File: src/rtl/nipcb_spi_master.sv
// 3-wire mode-0 SPI master for one NI PCB: HP DAC write frames and ADC read frames on shared sclk/sdio.
// One command per frame via valid/ready; all outputs registered; ADC word returned on a one-cycle rsp_valid.
module nipcb_spi_master #(
  parameter int CLK_DIV      = 4,
  parameter int DAC_BITS     = 24,
  parameter int ADC_BITS     = 16,
  parameter int CS_SETUP_CYC = 2,
  parameter int CS_HOLD_CYC  = 2
) (
  input  logic                clk,
  input  logic                reset,
  input  logic                cmd_valid,
  output logic                cmd_ready,
  input  logic                cmd_target,
  input  logic [DAC_BITS-1:0] cmd_wdata,
  output logic                rsp_valid,
  output logic [31:0]         rsp_rdata,
  output logic                busy,
  output logic                ni_csn_hp_dac,
  output logic                ni_csn_adc,
  output logic                ni_sclk,
  output logic                sdio_o,
  output logic                sdio_oe,
  input  logic                sdio_i
);

  localparam int MAX_SH   = (CS_SETUP_CYC > CS_HOLD_CYC) ? CS_SETUP_CYC : CS_HOLD_CYC;
  localparam int MAX_CYC  = (CLK_DIV > MAX_SH) ? CLK_DIV : MAX_SH;
  localparam int CW       = $clog2(MAX_CYC + 1);
  localparam int MAX_BITS = (DAC_BITS > ADC_BITS) ? DAC_BITS : ADC_BITS;
  localparam int BW       = $clog2(MAX_BITS + 1);

  typedef enum logic [2:0] {
    S_IDLE,
    S_SETUP,
    S_SHIFT,
    S_HOLD,
    S_DONE
  } state_t;

  state_t              state_q, state_d;
  logic [CW-1:0]       cnt_q, cnt_d;
  logic [BW-1:0]       bit_q, bit_d;
  logic                tgt_q, tgt_d;
  logic [DAC_BITS-1:0] wsr_q, wsr_d;
  logic [ADC_BITS-1:0] rsr_q, rsr_d;
  logic                sclk_q, sclk_d;
  logic                sdio_o_q, sdio_o_d;
  logic                sdio_oe_q, sdio_oe_d;
  logic                csn_dac_q, csn_dac_d;
  logic                csn_adc_q, csn_adc_d;
  logic                rsp_valid_q, rsp_valid_d;
  logic [31:0]         rsp_rdata_q, rsp_rdata_d;
  logic                cmd_ready_q, cmd_ready_d;
  logic                busy_q, busy_d;
  logic                last_bit;

  // Frame length depends on the latched target, not on the live command inputs.
  assign last_bit = tgt_q ? (bit_q == BW'(ADC_BITS - 1)) : (bit_q == BW'(DAC_BITS - 1));

  always_comb begin
    state_d     = state_q;
    cnt_d       = cnt_q;
    bit_d       = bit_q;
    tgt_d       = tgt_q;
    wsr_d       = wsr_q;
    rsr_d       = rsr_q;
    sclk_d      = sclk_q;
    sdio_o_d    = sdio_o_q;
    sdio_oe_d   = sdio_oe_q;
    csn_dac_d   = csn_dac_q;
    csn_adc_d   = csn_adc_q;
    rsp_valid_d = 1'b0;
    rsp_rdata_d = rsp_rdata_q;

    unique case (state_q)
      S_IDLE: begin
        if (cmd_valid) begin
          state_d   = S_SETUP;
          cnt_d     = CW'(CS_SETUP_CYC - 1);
          bit_d     = '0;
          tgt_d     = cmd_target;
          wsr_d     = cmd_wdata;
          rsr_d     = '0;
          sclk_d    = 1'b0;
          csn_dac_d = cmd_target;
          csn_adc_d = ~cmd_target;
          // ADC frames never drive sdio; the pad belongs to the converter.
          sdio_oe_d = ~cmd_target;
          sdio_o_d  = ~cmd_target & cmd_wdata[DAC_BITS-1];
        end
      end

      S_SETUP: begin
        if (cnt_q == '0) begin
          state_d = S_SHIFT;
          cnt_d   = CW'(CLK_DIV - 1);
        end else begin
          cnt_d = cnt_q - CW'(1);
        end
      end

      S_SHIFT: begin
        if (cnt_q != '0) begin
          cnt_d = cnt_q - CW'(1);
        end else if (!sclk_q) begin
          sclk_d = 1'b1;
          cnt_d  = CW'(CLK_DIV - 1);
          if (tgt_q) begin
            rsr_d = {rsr_q[ADC_BITS-2:0], sdio_i};
          end
        end else begin
          // Falling edge: either present the next DAC bit or close the frame.
          sclk_d = 1'b0;
          if (last_bit) begin
            state_d = S_HOLD;
            cnt_d   = CW'(CS_HOLD_CYC - 1);
          end else begin
            bit_d = bit_q + BW'(1);
            cnt_d = CW'(CLK_DIV - 1);
            if (!tgt_q) begin
              wsr_d    = wsr_q << 1;
              sdio_o_d = wsr_d[DAC_BITS-1];
            end
          end
        end
      end

      S_HOLD: begin
        if (cnt_q == '0) begin
          state_d     = S_DONE;
          csn_dac_d   = 1'b1;
          csn_adc_d   = 1'b1;
          sdio_oe_d   = 1'b0;
          sdio_o_d    = 1'b0;
          rsp_valid_d = 1'b1;
          rsp_rdata_d = tgt_q ? 32'(rsr_q) : 32'd0;
        end else begin
          cnt_d = cnt_q - CW'(1);
        end
      end

      S_DONE: begin
        state_d = S_IDLE;
      end

      default: begin
        state_d   = S_IDLE;
        csn_dac_d = 1'b1;
        csn_adc_d = 1'b1;
        sclk_d    = 1'b0;
        sdio_oe_d = 1'b0;
      end
    endcase

    cmd_ready_d = (state_d == S_IDLE);
    busy_d      = (state_d != S_IDLE);
  end

  always_ff @(posedge clk) begin
    if (reset) begin
      state_q     <= S_IDLE;
      cnt_q       <= '0;
      bit_q       <= '0;
      tgt_q       <= 1'b0;
      wsr_q       <= '0;
      rsr_q       <= '0;
      sclk_q      <= 1'b0;
      sdio_o_q    <= 1'b0;
      sdio_oe_q   <= 1'b0;
      csn_dac_q   <= 1'b1;
      csn_adc_q   <= 1'b1;
      rsp_valid_q <= 1'b0;
      rsp_rdata_q <= '0;
      cmd_ready_q <= 1'b1;
      busy_q      <= 1'b0;
    end else begin
      state_q     <= state_d;
      cnt_q       <= cnt_d;
      bit_q       <= bit_d;
      tgt_q       <= tgt_d;
      wsr_q       <= wsr_d;
      rsr_q       <= rsr_d;
      sclk_q      <= sclk_d;
      sdio_o_q    <= sdio_o_d;
      sdio_oe_q   <= sdio_oe_d;
      csn_dac_q   <= csn_dac_d;
      csn_adc_q   <= csn_adc_d;
      rsp_valid_q <= rsp_valid_d;
      rsp_rdata_q <= rsp_rdata_d;
      cmd_ready_q <= cmd_ready_d;
      busy_q      <= busy_d;
    end
  end

  assign cmd_ready     = cmd_ready_q;
  assign busy          = busy_q;
  assign rsp_valid     = rsp_valid_q;
  assign rsp_rdata     = rsp_rdata_q;
  assign ni_csn_hp_dac = csn_dac_q;
  assign ni_csn_adc    = csn_adc_q;
  assign ni_sclk       = sclk_q;
  assign sdio_o        = sdio_o_q;
  assign sdio_oe       = sdio_oe_q;

endmodule

File: config.mk
export PLATFORM = sky130hd
export DESIGN_NAME = nipcb_spi_master
export DESIGN_NICKNAME = d
export VERILOG_FILES = /design/src/rtl/nipcb_spi_master.sv
export SDC_FILE = /design/constraint.sdc
export NUM_CORES = 1
export LEC_CHECK = 0
export BUFFER_PORTS_ARGS = -buffer_cell sky130_fd_sc_hd__buf_2
export CAP_MARGIN = 20
export CELL_PAD_IN_SITES_DETAIL_PLACEMENT = 0
export CELL_PAD_IN_SITES_GLOBAL_PLACEMENT = 1
export CORE_ASPECT_RATIO = 1.1
export CORE_MARGIN = 5
export CORE_UTILIZATION = 41
export CTS_CLUSTER_SIZE = 40
export DETAILED_ROUTE_END_ITERATION = 6
export GPL_TIMING_DRIVEN = 0
export HOLD_SLACK_MARGIN = 0.08
export PLACE_DENSITY = 0.83
export SLEW_MARGIN = 20
export SYNTH_ARGS = -nofsm -noshare
export SYNTH_HDL_FRONTEND = slang
export SYNTH_SLANG_ARGS = --single-unit
File: constraint.sdc
create_clock -name clk -period 2.2 [get_ports clk]
set_input_delay 0.22 -clock clk [delete_from_list [all_inputs] [get_ports clk]]
set_output_delay 0.22 -clock clk [all_outputs]
set_load 0.01 [all_outputs]
==> flow_summary.json <==
{
  "start_kind": "flip-flop",
  "synth-edff-count": 0,
  "grt_pass1_vias": 2878,
  "min_path_cells": 3,
  "grt_pass1_wl_um": 13840,
  "wl_per_cell_um": 14.97,
  "yosysTopAreaCell": "dfxtp_1",
  "num_antenna_cells": 0,
  "p_leak_nw": 1.786,
  "end_kind": "flip-flop",
  "die_area_um2": 10200,
  "overflow": 0,
  "die_x_um": 96.76,
  "ctsHtreeMaxLevel": 3,
  "setup_viol": 0,
  "final_nets": 472,
  "ant_nets": 0,
  "cp.required_ns": 2.41,
  "die_y_um": 105.4,
  "yosys_warnings": 0,
  "cts_num_sinks": 75,
  "worstMarginPinSlew_ns": 0.8573,
  "num_vias": 2944,
  "slowest_delay_ns": 0.44,
  "status": "finished, final reports clean",
  "tns_ns": 0,
  "synth-seq-cells": 75,
  "slowest_stage": "or3b_1",
  "numCtsBuffers": 9,
  "grt_start_max_net_pins": 13,
  "clock_latency_ns": 0.35,
  "max_freq_mhz": 492.9,
  "io_pins": 69,
  "timing.final.max_slew_violations": 0,
  "hold_class": "in2reg",
  "crit_chain": "inv_1, ha_1, or3b_1, o21ai_4, and2_1, buf_2, a211oi_1",
  "vias_per_cell": 5.333,
  "route.detailed.drc": 0,
  "cts_tree": "built",
  "total_power_w": 0.003201,
  "portBuffers": 51,
  "worstPathArrival_ns": 2.24,
  "yosys.area.top_type_share_pct": 44.23,
  "drt-total-wl_um": 8262,
  "dr.pass1.iters": 4,
  "start_util_pct": 42.44,
  "synthArstFlopShare_pct": 0,
  "rsz0062_at_grt": "false",
  "hold_viol_final": 0,
  "ys_types": 54,
  "syn_area_um2": 3395,
  "ys_top_cells_by_area": "dfxtp_1 44%, mux2i_1 8.0%, a21oi_1 6.2%, a211oi_1 5.8%, a22o_1 4.1%",
  "clk_pin_slew_ns": 0.07,
  "drive_gt1_share_pct": 23.65,
  "slew_headroom_pct": 42.04,
  "gp_congestion": 0.8193,
  "fin_crit_ns": 2.029,
  "r2r_cells": 7,
  "fin_crit_sh_pct": 92.22,
  "skew_ns": 0.009644,
  "synth_top_flop_cell": "dfxtp_1",
  "drt_iter0_markers": 145,
  "fp.coreArea_um2": 7998,
  "path_max_fanout": 10,
  "synth-seq-area-share_pct": 44.23,
  "max_cap_violations": 0,
  "antenna_found_initial": 0,
  "synthCells": 363,
  "path_class": "reg2reg",
  "dpl.hpwl_um": 5911,
  "track_usage_pct": 16.11,
  "cts.path.max_buffers": 2,
  "num_rows": 34,
  "cts-root-buf": "clkbuf_8",
  "power_density_nw_per_um2": 789.2,
  "area_delta_synth_final_pct": 19.50,
  "avgSynthCellArea_um2": 9.351,
  "ir_drop_v": 0.0004082
}
==> what timing repair did <==
item                       in CTS  in global routing
buffers inserted                0                  0
gates resized for setup         0                  5
setup endpoints to repair       0                 31
hold endpoints to repair        0                  0
hold buffers                    0                  0
==> layout by cell type (no fill, tap or decap), types with 13 or more instances in the layout <==
cell,n
a211oi_1,26
a21oi_1,42
a22o_1,16
buf_2,62
buf_4,18
clkbuf_1,13
conb_1,16
dfxtp_1,75
mux2i_1,27
nand4_1,16
o21ai_0,22
==> sequential cells by signal (all words and copies together) (netlist names), 3 cells and up <==
register and count:
cnt_q 3, rsr_q 16, state_q 3, bit_q 5
rsp_rdata 16, wsr_q 23
==> metal layers <==
layer	GRT usage [%]	vias to the layer above	routed length (um)
li1	-	1487	-
met1	20.56	1380	3860
met2	26.53	70	3921
met3	4.161	7	392
met4	5.517	0	87
met5	0	-	0
==> cells in the mapped netlist, types with 2 or more instances <==
master	instances
ha_1	3
and2_1	4
nor4b_1	2
and3b_1	3
nor2_2	2
nand3_1	4
o21ai_0	22
buf_2	12
inv_1	8
or4_1	3
buf_4	18
buf_1	2
nand4_1	16
a21boi_1	2
a211oi_1	26
nor2_1	8
nand2_1	10
clkbuf_1	13
a21oi_1	42
dfxtp_1	75
o31ai_1	3
nor3b_1	5
nand2b_1	2
a22o_1	16
mux2i_1	27
nor3_1	7
==> worst max-delay path, delay by kind of cell, from the launching register on <==
kind | cells | cell delay [ns]
adders and majority gates | 1 | 0.22
DFF | 1 | 0.33
buffers and inverters | 2 | 0.33
AOI/OAI and AO/OA | 2 | 0.36
and+or+nand+nor | 2 | 0.66
==> final timing paths <==
| path | start | to | slack, ns |
|---|---|---|---|
| max | cnt_q[0] | wsr_q[15] | 0.17 |
| min | sdio_i | rsr_q[0] | 0.17 |
| max reg2reg | cnt_q[0] | wsr_q[15] | 0.17 |
| min reg2reg | cnt_q[1] | cnt_q[1] | 0.46 |
==> cells by family after synthesis <==
| kind of cell | Yosys count | share of synthesized area, % |
|---|---|---|
| compound gates | 125 | 24.03 |
| xor+xnor | 1 | 0.2581 |
| fa+ha+maj | 3 | 1.106 |
| buf+inv | 54 | 8.625 |
| flops | 75 | 44.23 |
| mux | 28 | 8.293 |
| other cells | 1 | 0.1105 |
| simple gates | 76 | 13.34 |
==> power breakdown <==
part	total, W	internal [W]	switching, W
combinational	0.000641	0.000256	0.000385
sequential	0.00151	0.00145	0.0000562
clock	0.00105	0.000545	0.000508
total	0.00320	0.00225	0.000949
==> through the flow <==
stage / utilization, % / cell area (um^2) / setup slack [ns] / hold slack (ns) / instances
global route: 50.72 / 4056 / 0.006137 / 0.1671 / 552
CTS: 50.42 / 4033 / 0.06827 / 0.1602 / 552
detailed placement: 48.03 / 3841 / 0.08529 / 0.4516 / 537
finish: 50.72 / 4056 / 0.1712 / 0.1728 / 552
floorplan: - / 3451 / 0.4258 / 0.3719 / 378
global placement: 48.03 / 3841 / 0.07912 / 0.4455 / 537
==> area by class of cell <==
class	count	area [um^2]
Clock inverter	5	53.80
Multi-Input combinational cell	249	1678
Clock buffer	10	137.6
Timing Repair Buffer	51	255.2
Fill cell	787	3941
Inverter	8	30.03
Sequential cell	75	1501
Tap cell	108	135.1
Buffer	46	265.3
No activity file was read; power rests on OpenSTA's default activity.
